<file path="src/rtl/eth_fifo_pkg.sv">
// ---------------------------------------------------------------------------
// eth_fifo_pkg
// Shared definitions for the Rx async FIFO write side.
//   tag_t       : 2-bit word tag placed above the data byte in each FIFO word
//   EOF_CODE_*  : data byte carried by an EOF_BAD marker word
//   FIFO_WIDTH  : width of a FIFO word, {tag[1:0], data[7:0]}
//   wr_state_t  : write-side frame state
// ---------------------------------------------------------------------------
package eth_fifo_pkg;

    localparam int unsigned FIFO_WIDTH = 10;

    typedef enum logic [1:0] {
        DATA    = 2'b00,
        EOF_OK  = 2'b01,
        EOF_BAD = 2'b10
    } tag_t;

    localparam logic [7:0] EOF_CODE_OVF   = 8'h01;
    localparam logic [7:0] EOF_CODE_RXERR = 8'h02;

    typedef enum logic [1:0] {
        IDLE,
        FRAME,
        DROP,
        ABORT
    } wr_state_t;

    function automatic logic [FIFO_WIDTH-1:0] pack_word(input tag_t tag, input logic [7:0] data);
        return {tag, data};
    endfunction

endpackage

</file>
<file path="src/rtl/rx_fifo_writer_sat_counter.sv">
// ---------------------------------------------------------------------------
// sat_counter
// Saturating up-counter with synchronous clear.
//   clk   : clock
//   rst   : synchronous, active-high reset
//   inc   : add one (ignored once the count is all-ones)
//   clr   : synchronous clear; wins over a same-cycle inc
//   count : current count
// ---------------------------------------------------------------------------
module sat_counter #(
    parameter int unsigned CNT_WIDTH = 16
) (
    input  logic                 clk,
    input  logic                 rst,
    input  logic                 inc,
    input  logic                 clr,
    output logic [CNT_WIDTH-1:0] count
);

    logic [CNT_WIDTH-1:0] count_q;
    logic [CNT_WIDTH-1:0] count_d;

    always_comb begin
        count_d = count_q;
        if (clr) begin
            count_d = '0;
        end else if (inc && (count_q != '1)) begin
            count_d = count_q + CNT_WIDTH'(1);
        end
    end

    always_ff @(posedge clk) begin
        if (rst) begin
            count_q <= '0;
        end else begin
            count_q <= count_d;
        end
    end

    assign count = count_q;

endmodule

</file>
<file path="src/rtl/rx_fifo_writer.sv">
// ---------------------------------------------------------------------------
// rx_fifo_writer
// Write-side producer for the Rx async FIFO (wclk domain). Registers the
// non-stallable MAC Rx byte stream once and writes tagged words
// {tag[1:0], data[7:0]}. Overflow and Rx errors are folded into EOF_BAD
// markers so every frame seen by the reader ends in EOF_OK or EOF_BAD.
//   wclk, wrst          : clock, synchronous active-high reset
//   in_valid/data/last  : Rx byte stream (no backpressure)
//   in_err              : frame error, sampled with in_valid & in_last
//   fifo_we/fifo_wdata  : FIFO write port (combinational from input register)
//   fifo_wfull          : FIFO full flag, same clock
//   stat_clr            : synchronous clear of all statistics
//   stat_frames_ok/bad/dropped : saturating frame counters
//   stat_overflow       : sticky, a byte was lost to fifo_wfull
// ---------------------------------------------------------------------------
module rx_fifo_writer
    import eth_fifo_pkg::*;
#(
    parameter int unsigned CNT_WIDTH = 16
) (
    input  logic                  wclk,
    input  logic                  wrst,
    input  logic                  in_valid,
    input  logic [7:0]            in_data,
    input  logic                  in_last,
    input  logic                  in_err,
    output logic                  fifo_we,
    output logic [FIFO_WIDTH-1:0] fifo_wdata,
    input  logic                  fifo_wfull,
    input  logic                  stat_clr,
    output logic [CNT_WIDTH-1:0]  stat_frames_ok,
    output logic [CNT_WIDTH-1:0]  stat_frames_bad,
    output logic [CNT_WIDTH-1:0]  stat_frames_dropped,
    output logic                  stat_overflow
);

    // Input register stage
    logic       r_valid_q, r_valid_d;
    logic [7:0] r_data_q,  r_data_d;
    logic       r_last_q,  r_last_d;
    logic       r_err_q,   r_err_d;

    // Frame state
    wr_state_t  state_q, state_d;
    logic       need_mark_q, need_mark_d;   // frame in DROP already has words in the FIFO
    logic       skip_q, skip_d;             // a frame opened while the ABORT marker was pending
    logic       overflow_q, overflow_d;

    logic       inc_ok, inc_bad, inc_drop, ovf_set;

    always_comb begin
        r_valid_d = in_valid;
        r_data_d  = in_data;
        r_last_d  = in_valid & in_last;
        r_err_d   = in_valid & in_last & in_err;
    end

    always_comb begin
        state_d     = state_q;
        need_mark_d = need_mark_q;
        skip_d      = skip_q;
        fifo_we     = 1'b0;
        fifo_wdata  = '0;
        inc_ok      = 1'b0;
        inc_bad     = 1'b0;
        inc_drop    = 1'b0;
        ovf_set     = 1'b0;

        case (state_q)
            IDLE, FRAME: begin
                if (r_valid_q) begin
                    if (!fifo_wfull) begin
                        fifo_we = 1'b1;
                        if (r_last_q) begin
                            state_d = IDLE;
                            if (r_err_q) begin
                                // The errored last byte is replaced by the marker.
                                fifo_wdata = pack_word(EOF_BAD, EOF_CODE_RXERR);
                                inc_bad    = 1'b1;
                            end else begin
                                fifo_wdata = pack_word(EOF_OK, r_data_q);
                                inc_ok     = 1'b1;
                            end
                        end else begin
                            fifo_wdata = pack_word(DATA, r_data_q);
                            state_d    = FRAME;
                        end
                    end else begin
                        ovf_set = 1'b1;
                        skip_d  = 1'b0;
                        if (state_q == FRAME) begin
                            // Words already written: the frame must be closed by a marker.
                            need_mark_d = 1'b1;
                            state_d     = r_last_q ? ABORT : DROP;
                        end else begin
                            need_mark_d = 1'b0;
                            if (r_last_q) begin
                                inc_drop = 1'b1;
                                state_d  = IDLE;
                            end else begin
                                state_d = DROP;
                            end
                        end
                    end
                end
            end

            DROP: begin
                if (r_valid_q && r_last_q) begin
                    if (need_mark_q) begin
                        state_d = ABORT;
                        skip_d  = 1'b0;
                    end else begin
                        inc_drop = 1'b1;
                        state_d  = IDLE;
                    end
                end
            end

            ABORT: begin
                if (r_valid_q) begin
                    ovf_set  = 1'b1;
                    skip_d   = ~r_last_q;
                    inc_drop = r_last_q;
                end
                if (!fifo_wfull) begin
                    fifo_we     = 1'b1;
                    fifo_wdata  = pack_word(EOF_BAD, EOF_CODE_OVF);
                    inc_bad     = 1'b1;
                    need_mark_d = 1'b0;
                    // skip_d already folds in a same-cycle byte: a last byte here
                    // closes the shadow frame, a non-last byte opens one.
                    state_d     = skip_d ? DROP : IDLE;
                end
            end

            default: begin
                state_d = IDLE;
            end
        endcase
    end

    always_comb begin
        if (stat_clr) begin
            overflow_d = 1'b0;
        end else begin
            overflow_d = overflow_q | ovf_set;
        end
    end

    always_ff @(posedge wclk) begin
        if (wrst) begin
            r_valid_q   <= 1'b0;
            r_data_q    <= '0;
            r_last_q    <= 1'b0;
            r_err_q     <= 1'b0;
            state_q     <= IDLE;
            need_mark_q <= 1'b0;
            skip_q      <= 1'b0;
            overflow_q  <= 1'b0;
        end else begin
            r_valid_q   <= r_valid_d;
            r_data_q    <= r_data_d;
            r_last_q    <= r_last_d;
            r_err_q     <= r_err_d;
            state_q     <= state_d;
            need_mark_q <= need_mark_d;
            skip_q      <= skip_d;
            overflow_q  <= overflow_d;
        end
    end

    assign stat_overflow = overflow_q;

    sat_counter #(.CNT_WIDTH(CNT_WIDTH)) u_cnt_ok (
        .clk   (wclk),
        .rst   (wrst),
        .inc   (inc_ok),
        .clr   (stat_clr),
        .count (stat_frames_ok)
    );

    sat_counter #(.CNT_WIDTH(CNT_WIDTH)) u_cnt_bad (
        .clk   (wclk),
        .rst   (wrst),
        .inc   (inc_bad),
        .clr   (stat_clr),
        .count (stat_frames_bad)
    );

    sat_counter #(.CNT_WIDTH(CNT_WIDTH)) u_cnt_drop (
        .clk   (wclk),
        .rst   (wrst),
        .inc   (inc_drop),
        .clr   (stat_clr),
        .count (stat_frames_dropped)
    );

endmodule

</file>
<file path="config.mk">
export PLATFORM = sky130hd
export DESIGN_NAME = rx_fifo_writer
export DESIGN_NICKNAME = d
export VERILOG_FILES = /design/src/rtl/eth_fifo_pkg.sv /design/src/rtl/rx_fifo_writer_sat_counter.sv /design/src/rtl/rx_fifo_writer.sv
export SDC_FILE = /design/constraint.sdc
export NUM_CORES = 1
export LEC_CHECK = 0
export CORE_UTILIZATION = 36
export CTS_CLUSTER_DIAMETER = 50
export DETAILED_ROUTE_END_ITERATION = 8
export SYNTH_ARGS = -nofsm -noshare
export SYNTH_HDL_FRONTEND = slang
export SYNTH_SLANG_ARGS = --single-unit
</file>
<file path="constraint.sdc">
create_clock -name wclk -period 3.2 [get_ports wclk]
set_input_delay 0.64 -clock wclk [delete_from_list [all_inputs] [get_ports wclk]]
set_output_delay 0.64 -clock wclk [all_outputs]
set_load 0.05 [all_outputs]
</file>
* Word level (Yosys, flattened, before mapping)
Cells that the tools add are included.
** Storage, ports and cells
- Register bits after elaboration :: 64
- Output and inout port bits :: 60
- Word-level logic and storage cells :: 94
** Cells by class
- Add/sub/neg operators :: 3
- Eq/ne operators :: 11
- Multiplexer cells :: 54
- Bitwise logic cells :: 4
- Reduce and logical (&&, ||, !) cells :: 11
** Operators with widths (number)
- 2-to-1 mux 10 bit :: 5
- adder 16 x 1 -> 16 bit, second input constant :: 3
- inequality test 16 bit, second input constant :: 3
- 2-to-1 mux 1 bit :: 33
- one-hot mux 10 bit (2 select lines) :: 1
- 2-to-1 mux 2 bit :: 8
- inequality test 2 bit, second input constant :: 5
- one-hot mux 1 bit (2 select lines) :: 4
- AND reduction 4 bit :: 2
- one-hot mux 1 bit (3 select lines) :: 2
- one-hot mux 2 bit (3 select lines) :: 1
- == test 2 bit, second input constant :: 2
- logical AND 1 bit :: 4
- OR reduction 2 bit :: 2
- AND reduction 3 bit :: 1
- AND 1 bit :: 2
- == test 2 x 1 -> 1 bit, second input constant :: 1
- zero test 2 bit :: 1
- nonzero test 2 bit :: 1
- inverter 1 bit :: 1
- OR 1 bit :: 1

* Longest topological paths before layout
Gate-level depths: netlist of the first run.
- Depth after elaboration :: 6
- Gate-level depth with buffers :: 8

* Hierarchy
Synthesis of the first run repeated with hierarchy kept, for this count alone.
** Unflattened totals
- Cell total of the unflattened synthesis :: 390
- Area, all modules :: 3533.4 um2
** Modules (own cells, without submodules)
- sat_counter :: instances 3, cells each 102, area an instance 917.1 um2, seq. area each 320.3 um2
- rx_fifo_writer :: instances 1, cells each 84, area an instance 782.0 um2, seq. area each 320.3 um2

* Worst setup path before layout of the first run
OpenSTA, ideal clock, no wires.
- Path kind :: in2out
- Start :: input fifo_wfull
- End :: output fifo_wdata[0]
- Arrival time :: 2.858 ns
- Data required time :: 2.560 ns
- Slack :: -0.298 ns
- Cell stages on the path :: 3
- Cell sequence :: clkbuf_1 > a21oi_1 > a21boi_0
** On the way
- Longest elaborated chain between the ends :: 3
** Ends and longest elaborated chain
- start: declaration :: RTL line rx_fifo_writer.sv:29 : input logic fifo_wfull,
- 2-to-1 mux 10 bit :: RTL line rx_fifo_writer.sv:72 : if (!fifo_wfull) begin
- 2-to-1 mux 10 bit :: RTL line rx_fifo_writer.sv:71 : if (r_valid_q) begin
- one-hot mux 10 bit (2 select lines) (*) :: RTL line rx_fifo_writer.sv:69 : case (state_q)
- end: declaration :: RTL line rx_fifo_writer.sv:28 : output logic [FIFO_WIDTH-1:0] fifo_wdata,
Every way passes the cells marked *; elsewhere a longest branch is shown, timed or not.

* Worst setup path in the final report of the first run
- Start :: input fifo_wfull
- End :: output fifo_wdata[5]
** On the way
- Longest elaborated chain between the ends :: 3
** Ends and longest elaborated chain (RTL line)
- 2-to-1 mux 10 bit :: rx_fifo_writer.sv:72
- 2-to-1 mux 10 bit :: rx_fifo_writer.sv:71
- one-hot mux 10 bit (2 select lines) :: rx_fifo_writer.sv:69
No other way between the ends.

==> reports/qor.yml, run 1 <==
ys_top_cells_by_area: "dfxtp_1 42%, xnor2_1 7.5%, nor2_1 6.0%"
routed_wl_um: 7260
synth-seq-cells: 64
clk_pin_slew_ns: 0.06
start_util_pct: 37.0
fp-row-count: 33
cap_viol_max_count: 0
synthCells: 360
path_max_fanout: 13
slew_violations: 0
cts_root_buf: "clkbuf_8"
cp.arrival_ns: 2.15
whs_ns: 0.481
grt_overflow: 0
cts_setup_buffers: 0
antenna_found_initial: 0
routedWlPerCell_um: 13.4
slew_headroom_pct: 40.3
synth_seq_area_share_pct: 42.1
finalCriticalPeriod_ns: 2.79
nNetsFinal: 451
rsz0062_at_grt: "no"
hold_viol_final: 0
finalClockSkew_ns: 0.00650
die_h_um: 93.9
syn_avg_cell_area_sq_um: 8.45
cts_buffer_depth: 2
hold_path_class: "flip-flop to flip-flop"
pwr_density_cell_mw_per_mm2: 362
p_leak_nw: 1.36
grt_usage_pct: 17.3
drt-pass1-iter-count: 6
rr_endpoint: "u_cnt_ok.count[15]"
required_ns: 2.56
die-area_sq_mm: 0.00882
fin_util_pct: 50.2
grt_max_degree: 46
grt_pass1_vias: 2481
ir_worst_vdd_mv: 0.205
fin_crit_sh_pct: 87.2
port_buffers: 74
post-route-drc-count: 0
ys_warn_count: 0
synthFlopType: "dfxtp_1"
clock-sinks: 64
cts_hold_buf: 0
final_common_cell: "dfxtp_1"
final_cell_mix: "64 x dfxtp_1, 63 x clkdlybuf4s50_1, 49 x nor2_1"
hpwlAfterDp_um: 5100
regToRegStartpoint: "r_valid_q"
via_per_inst: 5.21
finalWorstSetupSlack_ns: 0.409
cts_repair_resize_count: 0
min_to: "skip_q"
yosysTopAreaCell: "dfxtp_1"
vias: 2815
die_x_um: 93.9
synth_fp_nets: 378
cts_tree: "yes"
worstHoldPathCells: 2
tightest_slew_ns: 0.896
synth_cell_types: 48
ys_async_sr_fraction_pct: 0
worstHoldStart: "skip_q"
setup_viol: 0
area_delta_synth_final_pct: 35.6
coreArea_sq_mm: 0.00822
ant_nets: 0
clk_latency_ns: 0.33
drt_iter0_drc: 82
ios: 75
synth_edf_count: 0
routabilityCongestion: 0.776
crit_path_end_kind: "output pin"
antennaDiodeCount: 0
status: "complete, no violations"
crit_type: "input port to output pin"
drive_gt1_share_pct: 8.05
synth_top_area_share_pct: 42.1
htree_levels: 3
worst_setup_path_start_kind: "input port"
reg2reg_depth: 5
finalSetupTns_ns: 0
synth_area_sq_mm: 0.00304
grt_pass1_wl_um: 12000
fmaxAchievable_ghz: 0.358
ff2ff_setup_slack_ns: 0.92
numCtsBuffers: 9
place_ws_ns: 0.411
==> worst max path at each step <==
| stage | start | to | slack [ns] |
|---|---|---|---|
| floorplan | fifo_wfull | fifo_wdata[0] | 0.05 |
| global placement | fifo_wfull | fifo_wdata[2] | 0.45 |
| detailed placement | fifo_wfull | fifo_wdata[5] | 0.41 |
| CTS | fifo_wfull | fifo_wdata[5] | 0.41 |
| global route | fifo_wfull | fifo_wdata[5] | 0.22 |
| finish | fifo_wfull | fifo_wdata[5] | 0.41 |
==> synthesized netlist by cell type (all sizes together) (7+ instances only) <==
library cell and count:
dfxtp 64, nor2 49, nand2 26, xnor2 26, nor3 20, nand3 18
o21ai 15, a21oi 14, and3 14, nand4 13, nor2b 11, clkbuf 10
xor2 9, nor4 7
==> worst max-delay path, stage by stage <==
cell and delay, ns:
clkdlybuf4s50_1 0.43, buf_4 0.19, nor3b_1 0.45, and3_1 0.29, buf_12 0.15
==> flip-flops by register name (all words and copies together), names as in the netlist <==
| register | cells |
|---|---|
| r_data_q | 8 |
| u_cnt_ok.count | 16 |
| r_err_q | 1 |
| stat_overflow | 1 |
| state_q | 2 |
| u_cnt_drop.count | 16 |
| r_last_q | 1 |
| skip_q | 1 |
| u_cnt_bad.count | 16 |
| r_valid_q | 1 |
| need_mark_q | 1 |
==> power breakdown <==
group | leakage (nW) | switching (W) | total, W | internal [W]
clock | 0.0842 | 0.000280 | 0.000589 | 0.000310
sequential | 0.519 | 0.0000117 | 0.000818 | 0.000806
combinational | 0.759 | 0.0000476 | 0.0000890 | 0.0000413
==> metrics by stage <==
step	instance area [sq um]	total power, W	std cells
2_1_floorplan	3040	0.000884	360
5_1_grt	4130	0.00158	540
3_3_place_gp	3970	0.000925	527
6_report	4130	0.00150	540
3_5_place_dp	3970	0.000926	527
4_1_cts	4130	0.00152	540
==> final cells by class <==
class / count / area, sq um
inverters: 5 / 18.8
flip-flops and latches: 64 / 1280
clock buffers: 12 / 155
repair buffers: 77 / 861
well taps: 105 / 131
clock inverters: 1 / 5.00
fillers: 836 / 4090
multi-input cells: 276 / 1680
==> logic make-up (layout without fill, tap and decap cells) <==
logic type	Yosys count	count (layout)	share of synthesized area, %
AOI/OAI and AO/OA	53	53	11.4
DFF	64	64	42.1
adders and majority gates	3	3	1.23
xor gates and xnor gates	35	35	10.1
buffers and inverters	20	95	2.84
and+or+nand+nor	185	185	32.3
==> metal layers <==
layer	part of all wire, %	vias up	GRT usage (%)
met5	0	-	0
met4	1.2	0	7.69
met3	4.3	6	3.56
met2	46	64	26.5
met1	49	1318	23.4
li1	-	1427	-
No activity file was read; power rests on OpenSTA's default activity.
==> inputs of run 2 (changes only) <==
Settings changed: GPL_ROUTABILITY_DRIVEN from default to 0.
==> results of run 2 <==
No change in the layout: final DEF, timing and power equal those of run 1.
